**config.mk**
```make
export PLATFORM = sky130hd
export DESIGN_NAME = qdiv_scheduler
export DESIGN_NICKNAME = d
export VERILOG_FILES = /design/src/rtl/qdiv_scheduler.sv
export SDC_FILE = /design/constraint.sdc
export NUM_CORES = 1
export LEC_CHECK = 0
export CAP_MARGIN = 20
export CORE_ASPECT_RATIO = 1.75
export CORE_MARGIN = 4
export CORE_UTILIZATION = 50
export DETAILED_ROUTE_END_ITERATION = 12
export PLACE_DENSITY_LB_ADDON = 0.1
export SLEW_MARGIN = 20
export SYNTH_ARGS = -nofsm -noshare
export SYNTH_HDL_FRONTEND = slang
export SYNTH_SLANG_ARGS = --single-unit
```
**constraint.sdc**
```tcl
create_clock -name clk -period 5.6 [get_ports clk]
set_input_delay 0.84 -clock clk [delete_from_list [all_inputs] [get_ports clk]]
set_output_delay 0.84 -clock clk [all_outputs]
set_load 0.03 [all_outputs]
```
**src/rtl/qdiv_scheduler.sv**
```systemverilog
// Request queue and launch sequencer in front of the sequential qdiv divider.
// Results come back in request order; divide-by-zero and a hung divider are resolved locally.
module qdiv_scheduler #(
   parameter int N          = 32,
   parameter int Q          = 8,
   parameter int FIFO_DEPTH = 4,
   parameter int TIMEOUT    = 64
) (
   input  logic         clk,
   input  logic         reset_n,
   input  logic         in_valid,
   output logic         in_ready,
   input  logic [N-1:0] in_dividend,
   input  logic [N-1:0] in_divisor,
   output logic         out_valid,
   input  logic         out_ready,
   output logic [N-1:0] out_quotient,
   output logic [1:0]   out_flags,
   output logic [N-1:0] div_dividend,
   output logic [N-1:0] div_divisor,
   output logic         div_start,
   input  logic [N-1:0] div_quotient,
   input  logic         div_complete,
   output logic         busy
);

   localparam int AW = (FIFO_DEPTH > 1) ? $clog2(FIFO_DEPTH) : 1;
   localparam int CW = $clog2(FIFO_DEPTH + 1);
   localparam int TW = (TIMEOUT > 1) ? $clog2(TIMEOUT) : 1;

   generate
      if (FIFO_DEPTH < 2 || (FIFO_DEPTH & (FIFO_DEPTH - 1)) != 0)
         $error("FIFO_DEPTH must be a power of two >= 2");
      if (TIMEOUT <= N + Q)
         $error("TIMEOUT must exceed the qdiv latency");
   endgenerate

   typedef enum logic [1:0] {S_IDLE, S_WAIT, S_DRAIN} state_t;

   // ---------------- request FIFO ----------------
   logic [FIFO_DEPTH-1:0][2*N-1:0] mem_q;
   logic [AW-1:0] wr_ptr_q, rd_ptr_q;
   logic [CW-1:0] count_q, count_d;
   logic [CW-1:0] avail_q, avail_d;
   logic          push_q;
   logic          in_ready_q;
   logic          push, pop;

   assign push = in_valid & in_ready_q;

   // Entries become poppable one cycle after they are written, so the FSM
   // tracks a separately lagged occupancy while 'full' uses the live count.
   assign count_d = count_q + CW'(push) - CW'(pop);
   assign avail_d = avail_q + CW'(push_q) - CW'(pop);

   always_ff @(posedge clk) begin
      if (push) mem_q[wr_ptr_q] <= {in_dividend, in_divisor};
   end

   always_ff @(posedge clk or negedge reset_n) begin
      if (!reset_n) begin
         wr_ptr_q   <= '0;
         rd_ptr_q   <= '0;
         count_q    <= '0;
         avail_q    <= '0;
         push_q     <= 1'b0;
         in_ready_q <= 1'b0;
      end else begin
         if (push) wr_ptr_q <= wr_ptr_q + AW'(1);
         if (pop)  rd_ptr_q <= rd_ptr_q + AW'(1);
         count_q    <= count_d;
         avail_q    <= avail_d;
         push_q     <= push;
         in_ready_q <= (count_d != CW'(FIFO_DEPTH));
      end
   end

   // ---------------- launch FSM and output register ----------------
   state_t        state_q, state_d;
   logic [N-1:0]  dvd_q, dvd_d, dvs_q, dvs_d;
   logic          start_q, start_d;
   logic [TW-1:0] cnt_q, cnt_d;
   logic          ov_q, ov_d;
   logic [N-1:0]  oq_q, oq_d;
   logic [1:0]    of_q, of_d;
   logic [N-1:0]  head_a, head_b;

   assign head_a = mem_q[rd_ptr_q][2*N-1:N];
   assign head_b = mem_q[rd_ptr_q][N-1:0];
   assign pop    = (state_q == S_IDLE) && (avail_q != '0) && !ov_q;

   always_comb begin
      state_d = state_q;
      dvd_d   = dvd_q;
      dvs_d   = dvs_q;
      start_d = start_q;
      cnt_d   = cnt_q;
      ov_d    = ov_q & ~out_ready;
      oq_d    = oq_q;
      of_d    = of_q;
      case (state_q)
         S_IDLE: begin
            if (pop) begin
               if (head_b[N-2:0] == '0) begin
                  ov_d = 1'b1;
                  oq_d = {head_a[N-1] ^ head_b[N-1], {(N-1){1'b1}}};
                  of_d = 2'b01;
               end else begin
                  dvd_d   = head_a;
                  dvs_d   = head_b;
                  start_d = 1'b1;
                  cnt_d   = '0;
                  state_d = S_WAIT;
               end
            end
         end
         S_WAIT: begin
            cnt_d = cnt_q + TW'(1);
            // Output register is always empty here: pop required it and nothing else loads it.
            if (div_complete) begin
               ov_d    = 1'b1;
               oq_d    = div_quotient;
               of_d    = 2'b00;
               start_d = 1'b0;
               state_d = S_DRAIN;
            end else if (cnt_q == TW'(TIMEOUT - 1)) begin
               ov_d    = 1'b1;
               oq_d    = '0;
               of_d    = 2'b10;
               start_d = 1'b0;
               state_d = S_DRAIN;
            end
         end
         S_DRAIN: state_d = S_IDLE;
         default: state_d = S_IDLE;
      endcase
   end

   always_ff @(posedge clk or negedge reset_n) begin
      if (!reset_n) begin
         state_q <= S_IDLE;
         dvd_q   <= '0;
         dvs_q   <= '0;
         start_q <= 1'b0;
         cnt_q   <= '0;
         ov_q    <= 1'b0;
         oq_q    <= '0;
         of_q    <= 2'b00;
      end else begin
         state_q <= state_d;
         dvd_q   <= dvd_d;
         dvs_q   <= dvs_d;
         start_q <= start_d;
         cnt_q   <= cnt_d;
         ov_q    <= ov_d;
         oq_q    <= oq_d;
         of_q    <= of_d;
      end
   end

   assign in_ready     = in_ready_q;
   assign out_valid    = ov_q;
   assign out_quotient = oq_q;
   assign out_flags    = of_q;
   assign div_dividend = dvd_q;
   assign div_divisor  = dvs_q;
   assign div_start    = start_q;
   assign busy         = (count_q != '0) || (state_q != S_IDLE) || ov_q;

endmodule

```
==> run metrics <==
pins over their slew limit=0; Worst R2R Start=rd_ptr_q[1]; syn_area_per_cell=between 15 and 20 sq um; HPWL after detailed placement=about 19000 um; smallest hold slack=0.348 ns; final hold violations=0; RSZ-0062 raised after global routing=no; final setup fails=0; worst rel slew slack=0.308; clk sinks=approximately 380; met1 WL=between 10000 and 15000 um; fin cells=approximately 1400; Post-Syn Area=~14000 sq um; skew final=between 0.01 and 0.015 ns; leakage=~6.4 nW; PnR worst setup slack=2.26 ns; most common cell after layout, fill and taps aside=edfxtp_1; DR top layer=met4; Min-Delay Path Class=primary input to async pin; Slew @ Worst Pin=between 1 and 1.5 ns; First-pass DRT Iterations=4; die area=between 30000 and 40000 sq um; Yosys reg bits=~380; DRT antenna net count=0; Die X=approximately 140 um; Worst path slowest cell=dfrtp_4; crit path DAT=between 3 and 4 ns; post-synthesis sequential area ratio=0.743; Critical Path Sink=div_divisor[20]; routed via count=around 7600; commonest non-fill, non-tap cells in the layout=edfxtp_1, clkdlybuf4s50_1, dfrtp_1, nor2_1, mux4_2; status=finished, final reports clean; post_cts resized=0; initial antenna violation count=2; number of I/O port buffers=about 200; Rows=81; global-route wire length before repair=~46000 um; total clock buffers created by CTS=36; Initial Util=0.511; final WL=between 20000 and 30000 um; VDD IR max=roughly 0.38 mV; Syn Inst Count=between 700 and 800; vias in the first global route=between 8000 and 9000; CP endpoint kind=flip-flop; Die Ht=about 230 um; reg2reg path depth=6; Post-Place Setup Slack=approximately 2.2 ns; total track usage=0.192; met3 routed WL=between 1500 and 2000 um; total of max-cap violations=0; H-tree lvl count=2; placed cells=about 1300; post-layout util=0.637; crit-path cells=mux4_2, nor4_1, and4_1, a21oi_4, buf_4, mux2_1; Area Overhead vs Synth=24.7%; Clk pin slew, worst setup/hold paths=0.06 ns; fmax=about 300 MHz; # IOs=between 200 and 250; Post-CTS Setup Bufs=0; share of cells above drive strength 1=0.136; delay of the slowest critical-path stage=about 1.1 ns; TNS Setup=0 ns; gr ovfl total=0; Critical Path Source Type=flip-flop; wire length per cell=21.5 um; CTS root buf=clkbuf_16; Clk Latency, worst-skew pair=0.51 ns; critical path launch point=rd_ptr_q[1]; routed wl met2=16000 um; clock tree buffer depth=3; Synthesis Warnings=0; largest net degree at the start of global routing=82; fin crit share=0.597; Reg2Reg Setup Slack=~2.3 ns; Via density=around 5.5; core footprint=28200 sq um; syn nets=892; Worst Path Max Fanout=65; Fill cells=2130; Crit Path Category=flip-flop to flip-flop; pwr/cell area=about 590 nW/um^2; synth unique cells=42; Final min period=3.34 ns; Hold Buf Count CTS=0; Critical R2R Capture=div_divisor[20]; CTS tree=done; required time worst endpoint=5.99 ns; Remaining DRCs=0; DRT iter0 DRCs=350; Final Wtd Congestion=around 0.72; Final Net Count=1100
[cell type report]
cell class	instances	area (sq um)	area share
tap	373	467	0.0260
timing repair buffer	214	2110	0.118
sequential	376	10700	0.596
clock buffer	46	1010	0.0563
antenna	3	7.51	0.000418
clock inverter	18	135	0.00753
multi-input combinational	340	3440	0.192
inverter	20	75.1	0.00418
[flip-flops by register name (all words and copies together) (netlist names)]
| name | cells |
|---|---|
| push_q | 1 |
| in_ready | 1 |
| cnt_q | 6 |
| count_q | 3 |
| out_flags | 2 |
| mem_q | 256 |
| rd_ptr_q | 2 |
| out_quotient | 32 |
| state_q | 2 |
| div_divisor | 32 |
| avail_q | 3 |
| wr_ptr_q | 2 |
| div_start | 1 |
| out_valid | 1 |
| div_dividend | 32 |
[through the flow]
step	cell area, sq um	total power (W)
floorplan	14400	0.00691
global placement	16800	0.00829
detailed placement	16800	0.00839
CTS	17900	0.0108
global route	17900	0.0112
finish	17900	0.0106
[per-layer routing]
metal  up-vias  track usage
met5         -            0
met4         0       0.0602
met3        44       0.0385
met2       192        0.347
met1      3932        0.230
li1       3449            -
[worst max-delay path, delay by kind of cell, from the launching register on]
| kind | cells | cell delay, ns |
|---|---|---|
| DFF | 1 | 1.10 |
| muxes | 2 | 0.85 |
| and+or+nand+nor | 2 | 0.80 |
| buffers and inverters | 1 | 0.32 |
| AOI/OAI and AO/OA | 1 | 0.09 |
[worst min-delay path by stage]
stage | startpoint | endpoint | slack, ns | cells past startpoint
after floorplan | avail_q[2] | avail_q[2] | 0.45 | 1
after global placement | avail_q[2] | avail_q[2] | 0.46 | 1
after detailed placement | avail_q[2] | avail_q[2] | 0.47 | 1
after CTS | reset_n | div_divisor[17] | 0.37 | 1
after global routing | reset_n | div_divisor[17] | 0.40 | 1
final | reset_n | div_divisor[17] | 0.35 | 1
[logic make-up (layout without fill, tap and decap cells)]
group           Yosys count  in the layout  synth area share
compound gates           81             81            0.0367
xor+xnor                 11             11           0.00669
simple gates            108            108            0.0329
buf+inv                  64            298            0.0197
fa+ha+maj                11             11            0.0106
other cells               0              3                 0
flops                   376            376             0.743
mux                     129            129             0.151
[report_power, final]
part	internal, W	switching, W	leakage, nW
combinational	0.00178	0.00212	2.06
sequential	0.00380	0.000538	3.79
clock	0.00136	0.000980	0.565
[synth_stat cells, drive strengths merged]
library cell	n	area, sq um
o211a	1	10.0
o211ai	1	7.51
xnor2	7	61.3
o31ai	1	7.51
o21ai	5	25.0
nand2	10	37.5
a21o	1	7.51
o221ai	2	17.5
xor2	4	35.0
o21a	1	7.51
nor2b	1	6.26
a31oi	1	6.26
ha	9	113
a22oi	1	7.51
or3b	1	8.76
dfrtp	120	3000
fa	2	40.0
mux4	64	1440
or3	1	6.26
or2	1	6.26
a211oi	32	240
and3	4	25.0
buf	23	130
mux2	64	721
o22ai	1	6.26
nor3	4	20.0
nand3	4	20.0
mux2i	1	10.0
and4	2	17.5
inv	20	75.1
edfxtp	256	7690
nor2	70	263
nand4	3	18.8
nor4	7	43.8
clkbuf	21	78.8
a31o	1	8.76
a21oi	33	176
Note: power is estimated with default switching activity, not from simulation.
